<file path="config.mk">
export PLATFORM = sky130hd
export DESIGN_NAME = hpdmc_ddr_datapath_flat
export DESIGN_NICKNAME = d
export VERILOG_FILES = /design/src/rtl/hpdmc_ddr_datapath_if.sv /design/src/rtl/hpdmc_ddr_datapath.sv /design/src/flat_wrapper.sv
export SDC_FILE = /design/constraint.sdc
export NUM_CORES = 1
export LEC_CHECK = 0
export BUFFER_PORTS_ARGS = -buffer_cell sky130_fd_sc_hd__buf_2
export CAP_MARGIN = 20
export CORE_MARGIN = 5
export CORE_UTILIZATION = 46
export DETAILED_ROUTE_END_ITERATION = 6
export GPL_TIMING_DRIVEN = 0
export PLACE_DENSITY = 0.81
export SLEW_MARGIN = 5
export SYNTH_ARGS = -nofsm -noshare
export SYNTH_HDL_FRONTEND = slang
export SYNTH_SLANG_ARGS = --single-unit
</file>
<file path="constraint.sdc">
create_clock -name sys_clk -period 3 [get_ports sys_clk]
set_input_delay 0.15 -clock sys_clk [delete_from_list [all_inputs] [get_ports sys_clk]]
set_output_delay 0.15 -clock sys_clk [all_outputs]
set_load 0.005 [all_outputs]
</file>
<file path="src/rtl/hpdmc_ddr_datapath_if.sv">
// Signal bundle between the DDR burst data-path sequencer and its neighbours:
// command scheduler, bus interface and the DDR I/O stage.
interface hpdmc_ddr_datapath_if;
   logic        wr_start;
   logic        rd_start;
   logic        busy;
   logic        protocol_err;
   logic        wr_ack;
   logic [31:0] wr_data;
   logic [3:0]  wr_be;
   logic        rd_valid;
   logic [31:0] rd_data;
   logic        direction;
   logic        direction_r;
   logic [3:0]  mo;
   logic [31:0] dout;
   logic [31:0] di;

   // slave: the sequencer itself
   modport slave (
      input  wr_start, rd_start, wr_data, wr_be, di,
      output busy, protocol_err, wr_ack, rd_valid, rd_data,
             direction, direction_r, mo, dout
   );

   // master: scheduler, bus interface and I/O stage seen as one peer
   modport master (
      output wr_start, rd_start, wr_data, wr_be, di,
      input  busy, protocol_err, wr_ack, rd_valid, rd_data,
             direction, direction_r, mo, dout
   );
endinterface

</file>
<file path="src/rtl/hpdmc_ddr_datapath.sv">
// Burst data-path sequencer feeding the DDR I/O stage: places write words and
// masks at the write latency and captures read words at the read latency.
module hpdmc_ddr_datapath #(
   parameter int BURST = 4,
   parameter int CL_WR = 1,
   parameter int CL_RD = 3
) (
   input  logic                 sys_clk,
   input  logic                 sys_rst,
   hpdmc_ddr_datapath_if.slave  bus
);

   localparam int CNT_MAX_RB = (CL_RD > BURST) ? CL_RD : BURST;
   localparam int CNT_MAX    = (CL_WR > CNT_MAX_RB) ? CL_WR : CNT_MAX_RB;
   localparam int CNT_W      = $clog2(CNT_MAX + 1);

   typedef enum logic [2:0] {
      IDLE,
      WR_LAT,
      WR_BURST,
      WR_POST,
      RD_LAT,
      RD_BURST,
      TURN
   } state_t;

   state_t           state, state_nx;
   logic [CNT_W-1:0] cnt, cnt_nx;
   logic             err_nx;
   logic             rd_mask_nx;

   // Next-state logic: cnt holds the cycles remaining in the current state, minus one.
   always_comb begin
      state_nx = state;
      cnt_nx   = cnt;
      err_nx   = 1'b0;
      case (state)
         IDLE: begin
            if (bus.wr_start) begin
               err_nx = bus.rd_start;
               if (CL_WR > 1) begin
                  state_nx = WR_LAT;
                  cnt_nx   = CNT_W'(CL_WR - 2);
               end else begin
                  state_nx = WR_BURST;
                  cnt_nx   = CNT_W'(BURST - 1);
               end
            end else if (bus.rd_start) begin
               if (CL_RD > 1) begin
                  state_nx = RD_LAT;
                  cnt_nx   = CNT_W'(CL_RD - 2);
               end else begin
                  state_nx = RD_BURST;
                  cnt_nx   = CNT_W'(BURST - 1);
               end
            end
         end
         WR_LAT: begin
            if (cnt == '0) begin
               state_nx = WR_BURST;
               cnt_nx   = CNT_W'(BURST - 1);
            end else begin
               cnt_nx = cnt - 1'b1;
            end
         end
         WR_BURST: begin
            if (cnt == '0) begin
               state_nx = WR_POST;
            end else begin
               cnt_nx = cnt - 1'b1;
            end
         end
         WR_POST: begin
            state_nx = TURN;
         end
         RD_LAT: begin
            if (cnt == '0) begin
               state_nx = RD_BURST;
               cnt_nx   = CNT_W'(BURST - 1);
            end else begin
               cnt_nx = cnt - 1'b1;
            end
         end
         RD_BURST: begin
            if (cnt == '0) begin
               state_nx = TURN;
            end else begin
               cnt_nx = cnt - 1'b1;
            end
         end
         TURN: begin
            state_nx = IDLE;
         end
         default: begin
            state_nx = IDLE;
            cnt_nx   = '0;
         end
      endcase
      if ((state != IDLE) && (bus.wr_start || bus.rd_start)) begin
         err_nx = 1'b1;
      end
   end

   // DQ stays unmasked from read acceptance through the last capture edge
   assign rd_mask_nx = (state_nx == RD_LAT) || (state_nx == RD_BURST);

   always_ff @(posedge sys_clk or posedge sys_rst) begin
      if (sys_rst) begin
         state <= IDLE;
         cnt   <= '0;
      end else begin
         state <= state_nx;
         cnt   <= cnt_nx;
      end
   end

   // Control outputs: registered from next state
   always_ff @(posedge sys_clk or posedge sys_rst) begin
      if (sys_rst) begin
         bus.busy         <= 1'b0;
         bus.protocol_err <= 1'b0;
         bus.wr_ack       <= 1'b0;
         bus.rd_valid     <= 1'b0;
      end else begin
         bus.busy         <= (state_nx != IDLE);
         bus.protocol_err <= err_nx;
         bus.wr_ack       <= (state_nx == WR_BURST);
         bus.rd_valid     <= (state == RD_BURST);
      end
   end

   // Write stage: acked word lands on dout one cycle after wr_ack; direction
   // covers those beats plus one postamble cycle for the delayed half-word.
   always_ff @(posedge sys_clk or posedge sys_rst) begin
      if (sys_rst) begin
         bus.dout        <= '0;
         bus.mo          <= 4'hF;
         bus.direction   <= 1'b0;
         bus.direction_r <= 1'b0;
      end else begin
         bus.direction   <= (state == WR_BURST) || (state == WR_POST);
         bus.direction_r <= bus.direction;
         if (bus.wr_ack) begin
            bus.dout <= bus.wr_data;
            bus.mo   <= ~bus.wr_be;
         end else begin
            bus.dout <= '0;
            bus.mo   <= rd_mask_nx ? 4'h0 : 4'hF;
         end
      end
   end

   // Read stage: capture di during burst beats, hold otherwise
   always_ff @(posedge sys_clk or posedge sys_rst) begin
      if (sys_rst) begin
         bus.rd_data <= '0;
      end else if (state == RD_BURST) begin
         bus.rd_data <= bus.di;
      end
   end

endmodule
</file>
<file path="src/flat_wrapper.sv">
// flat-port wrapper written by rule: the top's interface ports become plain ports
module hpdmc_ddr_datapath_flat 
#(
   parameter int BURST = 4,
   parameter int CL_WR = 1,
   parameter int CL_RD = 3
)
  (sys_clk, sys_rst, bus_wr_start, bus_rd_start, bus_wr_data, bus_wr_be, bus_di, bus_busy, bus_protocol_err, bus_wr_ack, bus_rd_valid, bus_rd_data, bus_direction, bus_direction_r, bus_mo, bus_dout);
  hpdmc_ddr_datapath_if bus_i ();
  input  logic sys_clk;
  input  logic sys_rst;
  input wire logic [$bits(bus_i.wr_start)-1:0] bus_wr_start;
  input wire logic [$bits(bus_i.rd_start)-1:0] bus_rd_start;
  input wire logic [$bits(bus_i.wr_data)-1:0] bus_wr_data;
  input wire logic [$bits(bus_i.wr_be)-1:0] bus_wr_be;
  input wire logic [$bits(bus_i.di)-1:0] bus_di;
  output wire logic [$bits(bus_i.busy)-1:0] bus_busy;
  output wire logic [$bits(bus_i.protocol_err)-1:0] bus_protocol_err;
  output wire logic [$bits(bus_i.wr_ack)-1:0] bus_wr_ack;
  output wire logic [$bits(bus_i.rd_valid)-1:0] bus_rd_valid;
  output wire logic [$bits(bus_i.rd_data)-1:0] bus_rd_data;
  output wire logic [$bits(bus_i.direction)-1:0] bus_direction;
  output wire logic [$bits(bus_i.direction_r)-1:0] bus_direction_r;
  output wire logic [$bits(bus_i.mo)-1:0] bus_mo;
  output wire logic [$bits(bus_i.dout)-1:0] bus_dout;
  assign bus_i.wr_start = bus_wr_start;
  assign bus_i.rd_start = bus_rd_start;
  assign bus_i.wr_data = bus_wr_data;
  assign bus_i.wr_be = bus_wr_be;
  assign bus_i.di = bus_di;
  assign bus_busy = bus_i.busy;
  assign bus_protocol_err = bus_i.protocol_err;
  assign bus_wr_ack = bus_i.wr_ack;
  assign bus_rd_valid = bus_i.rd_valid;
  assign bus_rd_data = bus_i.rd_data;
  assign bus_direction = bus_i.direction;
  assign bus_direction_r = bus_i.direction_r;
  assign bus_mo = bus_i.mo;
  assign bus_dout = bus_i.dout;
  hpdmc_ddr_datapath #(.BURST(BURST), .CL_WR(CL_WR), .CL_RD(CL_RD)) u_core (.sys_clk(sys_clk), .sys_rst(sys_rst), .bus(bus_i));
endmodule
</file>
After elaboration in Yosys (flattened, before gate mapping)
Index checks and enable logic that the tools add are counted.
- register bits: 80
- bits in latches: 0
- RAM bits: 0
- bits in read-only memories: 0
- input port bits: 72
- output and inout bits: 74
- logic and storage cells: 55
- memories: 0
- $add $sub $neg: 1
- $mul: 0
- divide/modulo/power cells: 0
- $lt $le $gt $ge: 0
- equal/unequal tests: 11
- shifts and indexed selects: 0
- muxes and demuxes: 18
- bitwise logic cells: 2
- reductions and logical operators: 12
- operator list (kind ; number):
    32-bit two-way mux ; 1
    3-bit two-way mux ; 10
    3-bit one-hot mux with 6 select lines ; 1
    3-bit == test, second input constant ; 5
    3-bit one-hot mux with 4 select lines ; 1
    3-bit by 2-bit == test with 1-bit output, second input constant ; 3
    4-bit two-way mux ; 2
    3-bit zero test ; 2
    3-bit nonzero test ; 2
    2-bit OR reduction ; 3
    4-bit NOT ; 1
    3-bit by 1-bit == test with 1-bit output, second input constant ; 1
    1-bit logical OR ; 3
    1-bit two-way mux ; 3
    3-bit != test, second input constant ; 1
    3-bit AND reduction ; 1
    3-bit by 1-bit subtractor with 3-bit output, second input constant ; 1
    2-bit != test, second input constant ; 1
    1-bit logical AND ; 1
    1-bit NOT ; 1

Depth between registers and ports, before layout
- depth after elaboration: 7
- mapped depth: 7

Worst setup path after synthesis
No wires, ideal clock.
- path kind: register to register
- from: register u_core.cnt[0]
- to: register u_core.cnt[0]
- library setup time: 0.099 ns
- arrival time: 1.552 ns
- required time: 2.901 ns
- path slack: 1.349 ns
- cell stages (with the launch flop): 8
- path buffers: 1
- cells stage by stage: dfrtp_1 inv_1 ha_1 nor2b_1 buf_2 nor2_1 mux4_2 a311oi_1
- longest elaborated chain between the ends: 3
- elaborated cells between the ends (all ways): 7
- those cells by class: add/sub: 1; eq/ne: 1; mux: 3; reduce/logical: 2
- ends and longest elaborated chain (item ; RTL line ; text):
    from (decl) ; hpdmc_ddr_datapath.sv:28 ; logic [CNT_W-1:0] cnt, cnt_nx;
    from (signal assigned) ; hpdmc_ddr_datapath.sv:113 ; cnt <= cnt_nx;
    3-bit by 1-bit subtractor with 3-bit output or 3-bit zero test (tied branches) ; -- ;
    3-bit two-way mux (tied with other cells) ; hpdmc_ddr_datapath.sv:67, hpdmc_ddr_datapath.sv:85 ;
    3-bit one-hot mux with 4 select lines or 3-bit AND reduction (tied branches) ; -- ;
Parallel ways exist; a longest one is shown, timed or not. The select of a mux whose other input is x is not followed.
A chain may end at the register's enable or synchronous reset.

Final worst setup path
Same ends and word-level chain as after synthesis.

==> impl_metrics.csv <==
group,metric,value,unit
place,place_area,3870,µm²
cells_and_area,nets,456,
setup_path,startpoint_type,"flip-flop",
grt,antenna_found_initial,1,
grt,gr-total-overflow,0,
yosys,synth_seq_cells,80,
grt,grt_max_degree,56,
cells_and_area,synthToLayoutAreaGrowth,37.5,%
place,gp_congestion,0.884,
timing,clock.fmax,526,MHz
flow_run,maxCapViolCount,0,
setup_path,worstPathCellList,"inv_1 -> ha_1 -> nor2b_1 -> buf_2 -> nor2_1 -> mux4_2 -> a311oi_1",
timing,rsz0062_at_grt,"no",
place,portBuffers,145,
setup_path,path_class,"reg2reg",
clock_network,h-tree-depth,3,
clock_network,cts_root_buf,"clkbuf_8",
timing,worst_pin_slew,0.492,ns
setup_path,critical-path-max-stage-delay,0.47,ns
worst_hold_path,hold_class,"in2reg",
floorplan,fp.dieArea,8290,µm²
setup_path,slowest_stage,"mux4_2",
floorplan,die_w,91.0,µm
setup_path,path_max_fanout,8,
setup_path,crit_arrival,2.14,ns
yosys,netlist_area,3020,µm²
place,dp.final_hpwl,5240,µm
drt,drt-initial-drc-count,65,
drt,remaining_drc_errors,0,
yosys,yosysWarnings,0,
setup_path,required,3.24,ns
floorplan,start_util,47.3,%
timing,hold_violations,0,
floorplan,die_h,91.0,µm
clock_network,cts_sinks,80,
clock_network,clockBufferDepth,2,
clock_network,clk_latency,0.34,ns
timing,post-route-min-period,1.90,ns
drt,wirelength,7150,µm
drt,wire_per_inst,15.4,µm
clock_network,cts_made_buffers,9,
run_status,status,"complete, no violations",
grt,grt_usage,17.4,%
grt,grt_pass1_vias,2342,
setup_path,crit_path_end_kind,"flip-flop",
timing,slew_headroom,67.1,%
cells_and_area,drive_gt1_share,53.5,%
clock_network,cts_tree,"built",
timing,drv_slew,0,
cells_and_area,final_common_cell,"buf_2",
yosys,netlist_instances,219,
floorplan,core,6390,µm²
cells_and_area,layout_common_cells,"buf_2, dfrtp_1, mux2_2, and2_1, nor2_1",
clock_network,cts_resized,0,
power_and_ir_drop,power.leakage,2.10,nW
yosys,syn_nets,293,
drt,num_vias,2239,
yosys,synthDistinctLibCells,36,
floorplan,fp-row-count,29,
drt,viasPerCell,4.83,
floorplan,ios,146,
drt,ant_nets,0,
drt,drt-pass1-iter-count,5,
timing,setup_viol,0,
yosys,avgSynthCellArea,13.8,µm²
cells_and_area,final_util,65.0,%
power_and_ir_drop,power_density,942,nW/µm²
power_and_ir_drop,ir_worst_vdd,539,µV
cells_and_area,diodes,0,
clock_network,clkTransAtPathRegs,0.08,ns
grt,grt_pass1_wl,11600,µm
cells_and_area,stdcell_area,4150,µm²
timing,fin_skew,0.00807,ns
timing,post-route-period-util,63.3,%
yosys,yosysSeqAreaShare,66.4,%
## kinds of logic after synthesis
logic type                 count (synthesis)  synth area share (%)
adders and majority gates                  2                 0.828
and+or+nand+nor                           55                  10.2
muxes                                     33                  12.7
AOI/OAI and AO/OA                         29                  6.67
DFF                                       80                  66.4
buffers and inverters                     20                  3.19
## Yosys cell counts (all sizes together)
cell,n,area (µm²)
a32oi,2,17.5
and2,32,200
mux4,1,22.5
mux2,32,360
nor2,12,45.0
o2bb2ai,1,8.76
inv,6,22.5
a31oi,2,12.5
or4,1,11.3
o32ai,1,8.76
a211oi,2,15.0
clkinv,1,3.75
a311oi,1,8.76
nand2,2,7.51
clkbuf,5,18.8
a22oi,2,15.0
o21ai,5,25.0
nand3,3,15.0
o32a,1,10.0
a21boi,1,7.51
or2,1,6.26
buf,8,51.3
nor3,2,10.0
dfrtp,76,1900
dfstp,4,105
a2111oi,2,23.8
nand2b,1,6.26
nor2b,1,6.26
a22o,1,8.76
ha,2,25.0
a21oi,8,40.0
## worst max-delay path, delay by kind of cell, from the launching register on
family / cells / cell delay [ns]
AO/OA/AOI/OAI: 1 / 0.22
adder cells (fa/ha/maj): 1 / 0.18
buffers and inverters: 2 / 0.34
flip-flops: 1 / 0.39
multiplexers: 1 / 0.47
AND/OR/NAND/NOR: 2 / 0.20
## per-stage QoR
stage | power (W) | instances | hold slack, ns | setup WS [ns] | TNS (ns)
6_report | 0.00391 | 464 | 0.0198 | 1.10 | 0
2_1_floorplan | 0.00242 | 219 | 0.206 | 0.805 | 0
5_1_grt | 0.00420 | 464 | 0.00340 | 0.910 | 0
4_1_cts | 0.00397 | 463 | 0.0101 | 1.10 | 0
3_5_place_dp | 0.00308 | 442 | 0.150 | 1.17 | 0
3_3_place_gp | 0.00299 | 441 | 0.297 | -0.00276 | -0.0662
## registers in the layout (all words and copies together), names as in the netlist
register / cells
u_core.bus.direction: 1
u_core.bus.rd_valid: 1
u_core.bus.protocol_err: 1
u_core.bus.wr_ack: 1
u_core.bus.dout: 32
u_core.cnt: 3
u_core.bus.direction_r: 1
u_core.bus.rd_data: 32
u_core.bus.mo: 4
u_core.bus.busy: 1
u_core.state: 3
## final cells by class
class	instances	area, µm²
Clock inverter	5	78.8
Sequential cell	80	2010
Tap cell	77	96.3
Fill cell	514	2230
Clock buffer	11	141
Multi-Input combinational cell	119	917
Buffer	13	70.1
Inverter	7	28.8
Timing Repair Buffer	152	813
## per-layer routing
layer	track usage (%)	wire, µm	up-vias
met5	0	7	-
met4	5.62	89	2
met3	6.36	677	12
met2	29.1	3650	114
met1	20.9	2720	1043
li1	-	-	1068
## path summary, 6_finish.rpt
| kind | from | end | slack, ns | cells after the start |
|---|---|---|---|---|
| setup / recovery | u_core.cnt[0] | u_core.cnt[0] | 1.10 | 7 |
| hold / removal | bus_wr_data[20] | u_core.bus.dout[20] | 0.02 | 2 |
| setup reg to reg | u_core.cnt[0] | u_core.cnt[0] | 1.10 | 7 |
| hold reg to reg | u_core.bus.direction | u_core.bus.direction_r | 0.38 | 0 |
| max in group asynchronous | sys_rst | u_core.bus.mo[1] | 2.04 | 4 |
| min in group asynchronous | sys_rst | u_core.bus.dout[19] | 0.34 | 3 |
## power by group
| group | internal (W) | switching, W |
|---|---|---|
| combinational | 0.000699 | 0.000649 |
| clock | 0.000492 | 0.000372 |
| sequential | 0.00152 | 0.000180 |
| total | 0.00271 | 0.00120 |
## timing repair
item,CTS,global route
hold buffers,5,1
buffers inserted,0,0
hold endpoints to repair,29,1
endpoints found under the setup margin,0,0
Power figures use the tool's default switching activity.
